File: config.mk
export PLATFORM = sky130hd
export DESIGN_NAME = axis_pkt_gen
export DESIGN_NICKNAME = d
export VERILOG_FILES = /design/src/rtl/axis_pkg.sv /design/src/rtl/axis_pkt_gen_ctr.sv /design/src/rtl/axis_pkt_gen.sv
export SDC_FILE = /design/constraint.sdc
export NUM_CORES = 1
export LEC_CHECK = 0
export ABC_AREA = 1
export CORE_MARGIN = 4
export CORE_UTILIZATION = 40
export CTS_CLUSTER_SIZE = 12
export DETAILED_ROUTE_END_ITERATION = 10
export PLACE_DENSITY = 0.69
export SLEW_MARGIN = 40
export SYNTH_ARGS = -nofsm -noshare
export SYNTH_HDL_FRONTEND = slang
export SYNTH_SLANG_ARGS = --single-unit
export TNS_END_PERCENT = 20
File: constraint.sdc
create_clock -name clk -period 3.1 [get_ports clk]
set_input_delay 0.31 -clock clk [delete_from_list [all_inputs] [get_ports clk]]
set_output_delay 0.31 -clock clk [all_outputs]
set_load 0.005 [all_outputs]
File: src/rtl/axis_pkg.sv
// Shared AXI-Stream types: generator FSM states, gap width and beat bundle.
package axis_pkg;

  typedef enum logic [1:0] {
    IDLE,
    SEND,
    GAP
  } state_e;

  localparam int GAP_W   = 8;
  localparam int AXIS_DW = 16;

  typedef struct packed {
    logic [AXIS_DW-1:0] data;
    logic               last;
  } axis_beat_t;

endpackage

File: src/rtl/axis_pkt_gen_ctr.sv
// Loadable, enabled, saturating counter with a terminal-count compare.
module axis_pkt_gen_ctr #(
  parameter int P_W = 16
) (
  input  logic           clk,
  input  logic           rst_n,
  input  logic           ld_i,
  input  logic [P_W-1:0] ld_val_i,
  input  logic           en_i,
  input  logic [P_W-1:0] term_i,
  output logic [P_W-1:0] cnt_o,
  output logic           tc_o
);

  logic [P_W-1:0] cnt_q;

  always_ff @(posedge clk) begin
    if (!rst_n) begin
      cnt_q <= '0;
    end else if (ld_i) begin
      cnt_q <= ld_val_i;
    end else if (en_i && (cnt_q != '1)) begin
      cnt_q <= cnt_q + 1'b1;
    end
  end

  assign cnt_o = cnt_q;
  assign tc_o  = (cnt_q == term_i);

endmodule

File: src/rtl/axis_pkt_gen.sv
// AXI-Stream incrementing-pattern packet source.
// Define AXIS_PKT_GEN_GAP_EN to insert cfg_gap idle cycles between packets.
module axis_pkt_gen
  import axis_pkg::*;
#(
  parameter int P_DATA_WIDTH = 16,
  parameter int P_LEN_WIDTH  = 16,
  parameter int P_CNT_WIDTH  = 16
) (
  input  logic                    clk,
  input  logic                    rst_n,
  input  logic                    start,
  input  logic                    stop,
  input  logic [P_LEN_WIDTH-1:0]  cfg_pkt_len,
  input  logic [P_CNT_WIDTH-1:0]  cfg_num_pkts,
  input  logic [P_DATA_WIDTH-1:0] cfg_seed,
  input  logic [GAP_W-1:0]        cfg_gap,
  output logic                    m_axis_tvalid,
  input  logic                    m_axis_tready,
  output logic [P_DATA_WIDTH-1:0] m_axis_tdata,
  output logic                    m_axis_tlast,
  output logic                    busy,
  output logic                    done,
  output logic [P_CNT_WIDTH-1:0]  pkt_count
);

  state_e                  state_q;
  logic [P_LEN_WIDTH-1:0]  len_q;
  logic [P_CNT_WIDTH-1:0]  num_q;
  logic [P_DATA_WIDTH-1:0] data_q;
  logic                    valid_q;
  logic                    last_q;
  logic                    done_q;
  logic                    stop_q;
`ifdef AXIS_PKT_GEN_GAP_EN
  logic [GAP_W-1:0]        gap_q;
  logic [GAP_W-1:0]        gap_cnt_q;
`else
  logic                    unused_gap;
  assign unused_gap = ^cfg_gap;
`endif

  logic                   beat;
  logic                   start_go;
  logic                   pkt_end;
  logic                   final_pkt;
  logic                   stop_seen;
  logic                   beat_tc;
  logic                   pkt_tc;
  logic [P_LEN_WIDTH-1:0] len_in;
  logic [P_LEN_WIDTH-1:0] beat_idx;

  assign beat      = valid_q & m_axis_tready;
  assign start_go  = (state_q == IDLE) & start;
  assign pkt_end   = beat & last_q;
  assign final_pkt = pkt_tc & (num_q != '0);
  assign stop_seen = stop_q | stop;
  assign len_in    = (cfg_pkt_len == '0) ? P_LEN_WIDTH'(1)
                                         : cfg_pkt_len;

  // beat_tc flags the second-to-last beat, so tlast can be registered
  axis_pkt_gen_ctr #(.P_W(P_LEN_WIDTH)) u_beat_ctr (
    .clk      (clk),
    .rst_n    (rst_n),
    .ld_i     (start_go | pkt_end),
    .ld_val_i ('0),
    .en_i     (beat),
    .term_i   (len_q - P_LEN_WIDTH'(2)),
    .cnt_o    (beat_idx),
    .tc_o     (beat_tc)
  );

  axis_pkt_gen_ctr #(.P_W(P_CNT_WIDTH)) u_pkt_ctr (
    .clk      (clk),
    .rst_n    (rst_n),
    .ld_i     (start_go),
    .ld_val_i ('0),
    .en_i     (pkt_end),
    .term_i   (num_q - P_CNT_WIDTH'(1)),
    .cnt_o    (pkt_count),
    .tc_o     (pkt_tc)
  );

  always_ff @(posedge clk) begin
    if (!rst_n) begin
      state_q   <= IDLE;
      len_q     <= '0;
      num_q     <= '0;
      data_q    <= '0;
      valid_q   <= 1'b0;
      last_q    <= 1'b0;
      done_q    <= 1'b0;
      stop_q    <= 1'b0;
`ifdef AXIS_PKT_GEN_GAP_EN
      gap_q     <= '0;
      gap_cnt_q <= '0;
`endif
    end else begin
      done_q <= 1'b0;
      unique case (state_q)
        IDLE: begin
          if (start) begin
            len_q   <= len_in;
            num_q   <= cfg_num_pkts;
            data_q  <= cfg_seed;
            valid_q <= 1'b1;
            last_q  <= (len_in == P_LEN_WIDTH'(1));
            stop_q  <= 1'b0;
`ifdef AXIS_PKT_GEN_GAP_EN
            gap_q   <= cfg_gap;
`endif
            state_q <= SEND;
          end
        end
        SEND: begin
          stop_q <= stop_seen;
          if (beat) begin
            data_q <= data_q + 1'b1;
            if (last_q) begin
              if (final_pkt || stop_seen) begin
                valid_q <= 1'b0;
                last_q  <= 1'b0;
                done_q  <= 1'b1;
                state_q <= IDLE;
              end else begin
                stop_q <= 1'b0;
                last_q <= (len_q == P_LEN_WIDTH'(1));
`ifdef AXIS_PKT_GEN_GAP_EN
                if (gap_q != '0) begin
                  valid_q   <= 1'b0;
                  gap_cnt_q <= gap_q - 1'b1;
                  state_q   <= GAP;
                end
`endif
              end
            end else begin
              last_q <= beat_tc;
            end
          end
        end
`ifdef AXIS_PKT_GEN_GAP_EN
        GAP: begin
          if (stop) begin
            last_q  <= 1'b0;
            done_q  <= 1'b1;
            state_q <= IDLE;
          end else if (gap_cnt_q == '0) begin
            valid_q <= 1'b1;
            state_q <= SEND;
          end else begin
            gap_cnt_q <= gap_cnt_q - 1'b1;
          end
        end
`endif
        default: state_q <= IDLE;
      endcase
    end
  end

  logic unused_idx;
  assign unused_idx = ^beat_idx;

  assign m_axis_tvalid = valid_q;
  assign m_axis_tdata  = data_q;
  assign m_axis_tlast  = last_q;
  assign busy          = (state_q != IDLE);
  assign done          = done_q;

endmodule
==> summary.txt <==
RUN STATUS
---------------------------------------------------------------------------------------
Status                                                                     complete, no violations

STA
---------------------------------------------------------------------------------------
Hold violation total from the final report                                            0
Setup repair after global routing missed its margin                               false
Worst clock skew                                                                8.50 ps
Post-Route Setup TNS                                                               0 ps
Fmax                                                                          0.480 GHz
Worst rel slew slack                                                              57.8%
Crit path setup slack, layout                                                   1010 ps
Setup violations, final                                                               0
Final critical delay including setup and external delays                        2090 ps
Transition time of the tightest slew-check pin                                   631 ps
Total count of max-transition violations in the final report                          0
Final Cycle Share                                                                 67.3%

PWR
---------------------------------------------------------------------------------------
Worst voltage drop across the vdd grid                                       0.000272 V
Power Density                                                               432 nW/um^2
Leakage dissipation                                                             2.65 nW

LOGIC SYNTHESIS
---------------------------------------------------------------------------------------
Flops & latches, synth                                                               84
Cell Area, Synth                                                              5080 um^2
Portion of the post-synthesis area used by sequential elements                    33.1%
Number of cells produced by synthesis                                               788
Synthesis warning total                                                               0
Per-instance average area after synthesis                                     6.45 um^2
Unique masters post-synth                                                            49
Synthesized net count                                                               854

DETAILED ROUTING
---------------------------------------------------------------------------------------
First-pass iteration count of the detailed router                                     5
Post-route DRC violation count                                                        0
Total length of routed wires                                                   13500 um
Vias after detailed routing                                                        5127
WL per Instance                                                                 12.9 um
Number of violations reported at the end of detailed-routing iteration 0            362
Final antenna-violating net count                                                     0
Via density per instance                                                           4.89

CLOCKING
---------------------------------------------------------------------------------------
CTS tree                                                                            yes
H-tree levels                                                                         3
Clock transition at the registers of the reported paths                           70 ps
Sink count of the clock tree                                                         84
Num CTS Buffers                                                                       9
Deepest clock path buffer count                                                       2
Clock insertion delay at the later pin of the skew report                        350 ps
Hold-fix buffers, CTS                                                                 0
Number of setup buffers added after CTS                                               0
Resize count post-CTS                                                                 0
CTS root buffer                                                               clkbuf_16

FINAL LAYOUT
---------------------------------------------------------------------------------------
Share of final-layout standard cells stronger than drive strength 1               6.02%
Post-synthesis to final-layout area growth                                        26.4%
N_diodes                                                                              0
Post-layout net count                                                               941

PLACEMENT
---------------------------------------------------------------------------------------
Hpwl dp                                                                        10300 um
DP Worst Slack                                                                   657 ps
Weighted congestion reported at the end of routability-driven placement           0.886
Total of buffers placed on input and output ports                                    88

WORST SETUP PATH
---------------------------------------------------------------------------------------
CP max stage cell                                                          clkdlybuf4s50_1
Arrival time of the worst setup path                                            2360 ps
Critical path class                                                              in2reg
Startpoint type of the worst setup path                                       input pin
Series of cell instances along the critical path                           clkdlybuf4s50_1, inv_1, nor2_1, nor2_2, inv_1, o21ai_0, a211oi_1
Largest incremental delay on the critical path                                   480 ps
Critical-path maximum fanout                                                         15
Most frequent cell on the critical path                                           inv_1
Dominant delay contributor by cell family on the critical path             buffers and inverters
Endpoint required time on the critical path                                     3370 ps
Number of buffer and inverter instances along the worst setup path                    3
Element type at the critical path end                                         flip-flop

GLOBAL ROUTING
---------------------------------------------------------------------------------------
Largest net degree at the start of global routing                                    29
Vias in the first global route                                                     4752
Initial antenna violation count                                                       0
Global-route wire length before repair                                         22400 um
Total routing resource utilization after global routing                           18.9%
Overall overflow remaining after global route                                         0

DIE
---------------------------------------------------------------------------------------
Area enclosed by the die boundary                                            14600 um^2
Die Height                                                                       121 um
Number of rows created at floorplan                                                  40
Top Ports                                                                            97
DIE WIDTH                                                                        121 um
Initial Utilization                                                               41.6%
Core area                                                                    12200 um^2

MIN PATH
---------------------------------------------------------------------------------------
Hold WC Path Type                                                               reg2reg

JOB
---------------------------------------------------------------------------------------
Max-cap violation count                                                               0

## Yosys cell counts (all sizes together)
cell / count / area (um^2)
xnor2: 13 / 114
a22o: 3 / 26.3
a21oi: 40 / 204
nor2: 116 / 473
or2: 3 / 18.8
o21ai: 60 / 300
a221oi: 4 / 35.0
nand3b: 4 / 30.0
xor2: 20 / 175
buf: 12 / 62.6
nor3: 13 / 86.3
inv: 117 / 442
a211oi: 1 / 7.51
o21a: 1 / 7.51
and3: 1 / 6.26
o41ai: 1 / 8.76
nor4b: 1 / 8.76
nand4: 16 / 100
a31oi: 1 / 6.26
dfxtp: 84 / 1680
nand3: 52 / 270
clkbuf: 7 / 27.5
nor4: 5 / 52.6
a32o: 1 / 10.0
ha: 5 / 62.6
o311a: 1 / 10.0
nand2: 190 / 736
o211a: 1 / 10.0
a21o: 1 / 7.51
o211ai: 1 / 7.51
xnor3: 1 / 22.5
o22ai: 12 / 75.1
## cell families after synthesis
| group | count (synthesis) | share of synthesized area (%) |
|---|---|---|
| adders and majority gates | 5 | 1.23 |
| xor gates and xnor gates | 34 | 6.13 |
| and+or+nand+nor | 401 | 35.0 |
| AOI/OAI and AO/OA | 128 | 14.1 |
| DFF | 84 | 33.1 |
| buffers and inverters | 136 | 10.5 |
## cells in the final DEF (no fill, tap or decap), types with 2 or more instances in the layout
cell type        instances
a22o_1                   3
o21ai_1                  2
inv_1                  111
xor2_1                  20
nand4_1                 16
o21ai_0                 58
clkbuf_8                 2
clkdlybuf4s50_1         88
inv_2                    5
a221oi_1                 4
xnor2_1                 13
ha_1                     5
nor2_2                   9
nor3_1                  10
nor3_2                   2
nand3b_1                 4
dfxtp_1                 84
clkinv_4                 3
nand3_1                 50
nand2_1                185
buf_4                    7
clkbuf_16                9
nand2_4                  2
a21oi_1                 39
nand2_2                  3
nor2_1                 105
nor4_1                   3
nand3_2                  2
nor2_4                   2
o22ai_1                 12
## sequential cells by signal, indices dropped and copies added, names as in the netlist
signal            flops
num_q                16
stop_q                1
u_beat_ctr.cnt_o     16
len_q                16
m_axis_tdata         16
m_axis_tlast          1
done                  1
m_axis_tvalid         1
u_pkt_ctr.cnt_o      16
## worst paths after layout
| check | from | to | slack [ps] | depth (start not counted) |
|---|---|---|---|---|
| setup / recovery | start | m_axis_tdata[7]$_SDFFE_PN0P_ | 1010 | 7 |
| hold / removal | m_axis_tdata[9]$_SDFFE_PN0P_ | m_axis_tdata[9]$_SDFFE_PN0P_ | 490 | 2 |
| setup reg to reg | m_axis_tvalid$_SDFFE_PN0P_ | m_axis_tdata[4]$_SDFFE_PN0P_ | 1030 | 6 |
| hold reg to reg | m_axis_tdata[9]$_SDFFE_PN0P_ | m_axis_tdata[9]$_SDFFE_PN0P_ | 490 | 2 |
## cell type report
type                            count  area (um^2)
Clock inverter                      4         33.8
Timing Repair Buffer               95          933
Multi-Input combinational cell    568         2870
Inverter                          117          442
Fill cell                        1253         5780
Sequential cell                    84         1680
Tap cell                          168          210
Clock buffer                       12          256
## worst reg2reg max path, stage by stage, from the launching register on
cell and delay [ps]:
dfxtp_1 320, buf_4 180, nand2_1 130, inv_1 80, nor2_2 510, inv_1 400
a221oi_1 360
## routing by layer
metal  part of all wire [%]  track usage [%]  wire, um  vias to the layer above
met5                      0                0         0                        -
met4                    1.6             5.74       211                        0
met3                    4.9             5.38       666                       17
met2                     46             30.9      6200                      108
met1                     48             24.2      6420                     2283
li1                       -                -         -                     2719
## through the flow
| stage | hold WS, ps | utilization (%) | total power, W | instances | instance area [um^2] |
|---|---|---|---|---|---|
| 3_3_place_gp | 464 | 50.3 | 0.00174 | 1032 | 6140 |
| 3_5_place_dp | 471 | 50.3 | 0.00175 | 1032 | 6140 |
| 2_1_floorplan | 423 | - | 0.00154 | 788 | 5080 |
| 4_1_cts | 488 | 52.6 | 0.00280 | 1048 | 6430 |
| 5_1_grt | 525 | 52.6 | 0.00294 | 1048 | 6430 |
| 6_report | 489 | 52.6 | 0.00278 | 1048 | 6430 |
## where the power goes
part / internal, W / total [W] / switching [W]
clock: 0.000591 / 0.00105 / 0.000460
combinational: 0.000244 / 0.000542 / 0.000298
sequential: 0.00113 / 0.00118 / 0.0000542
total: 0.00196 / 0.00278 / 0.000813
(Power assumes the default switching activity.)
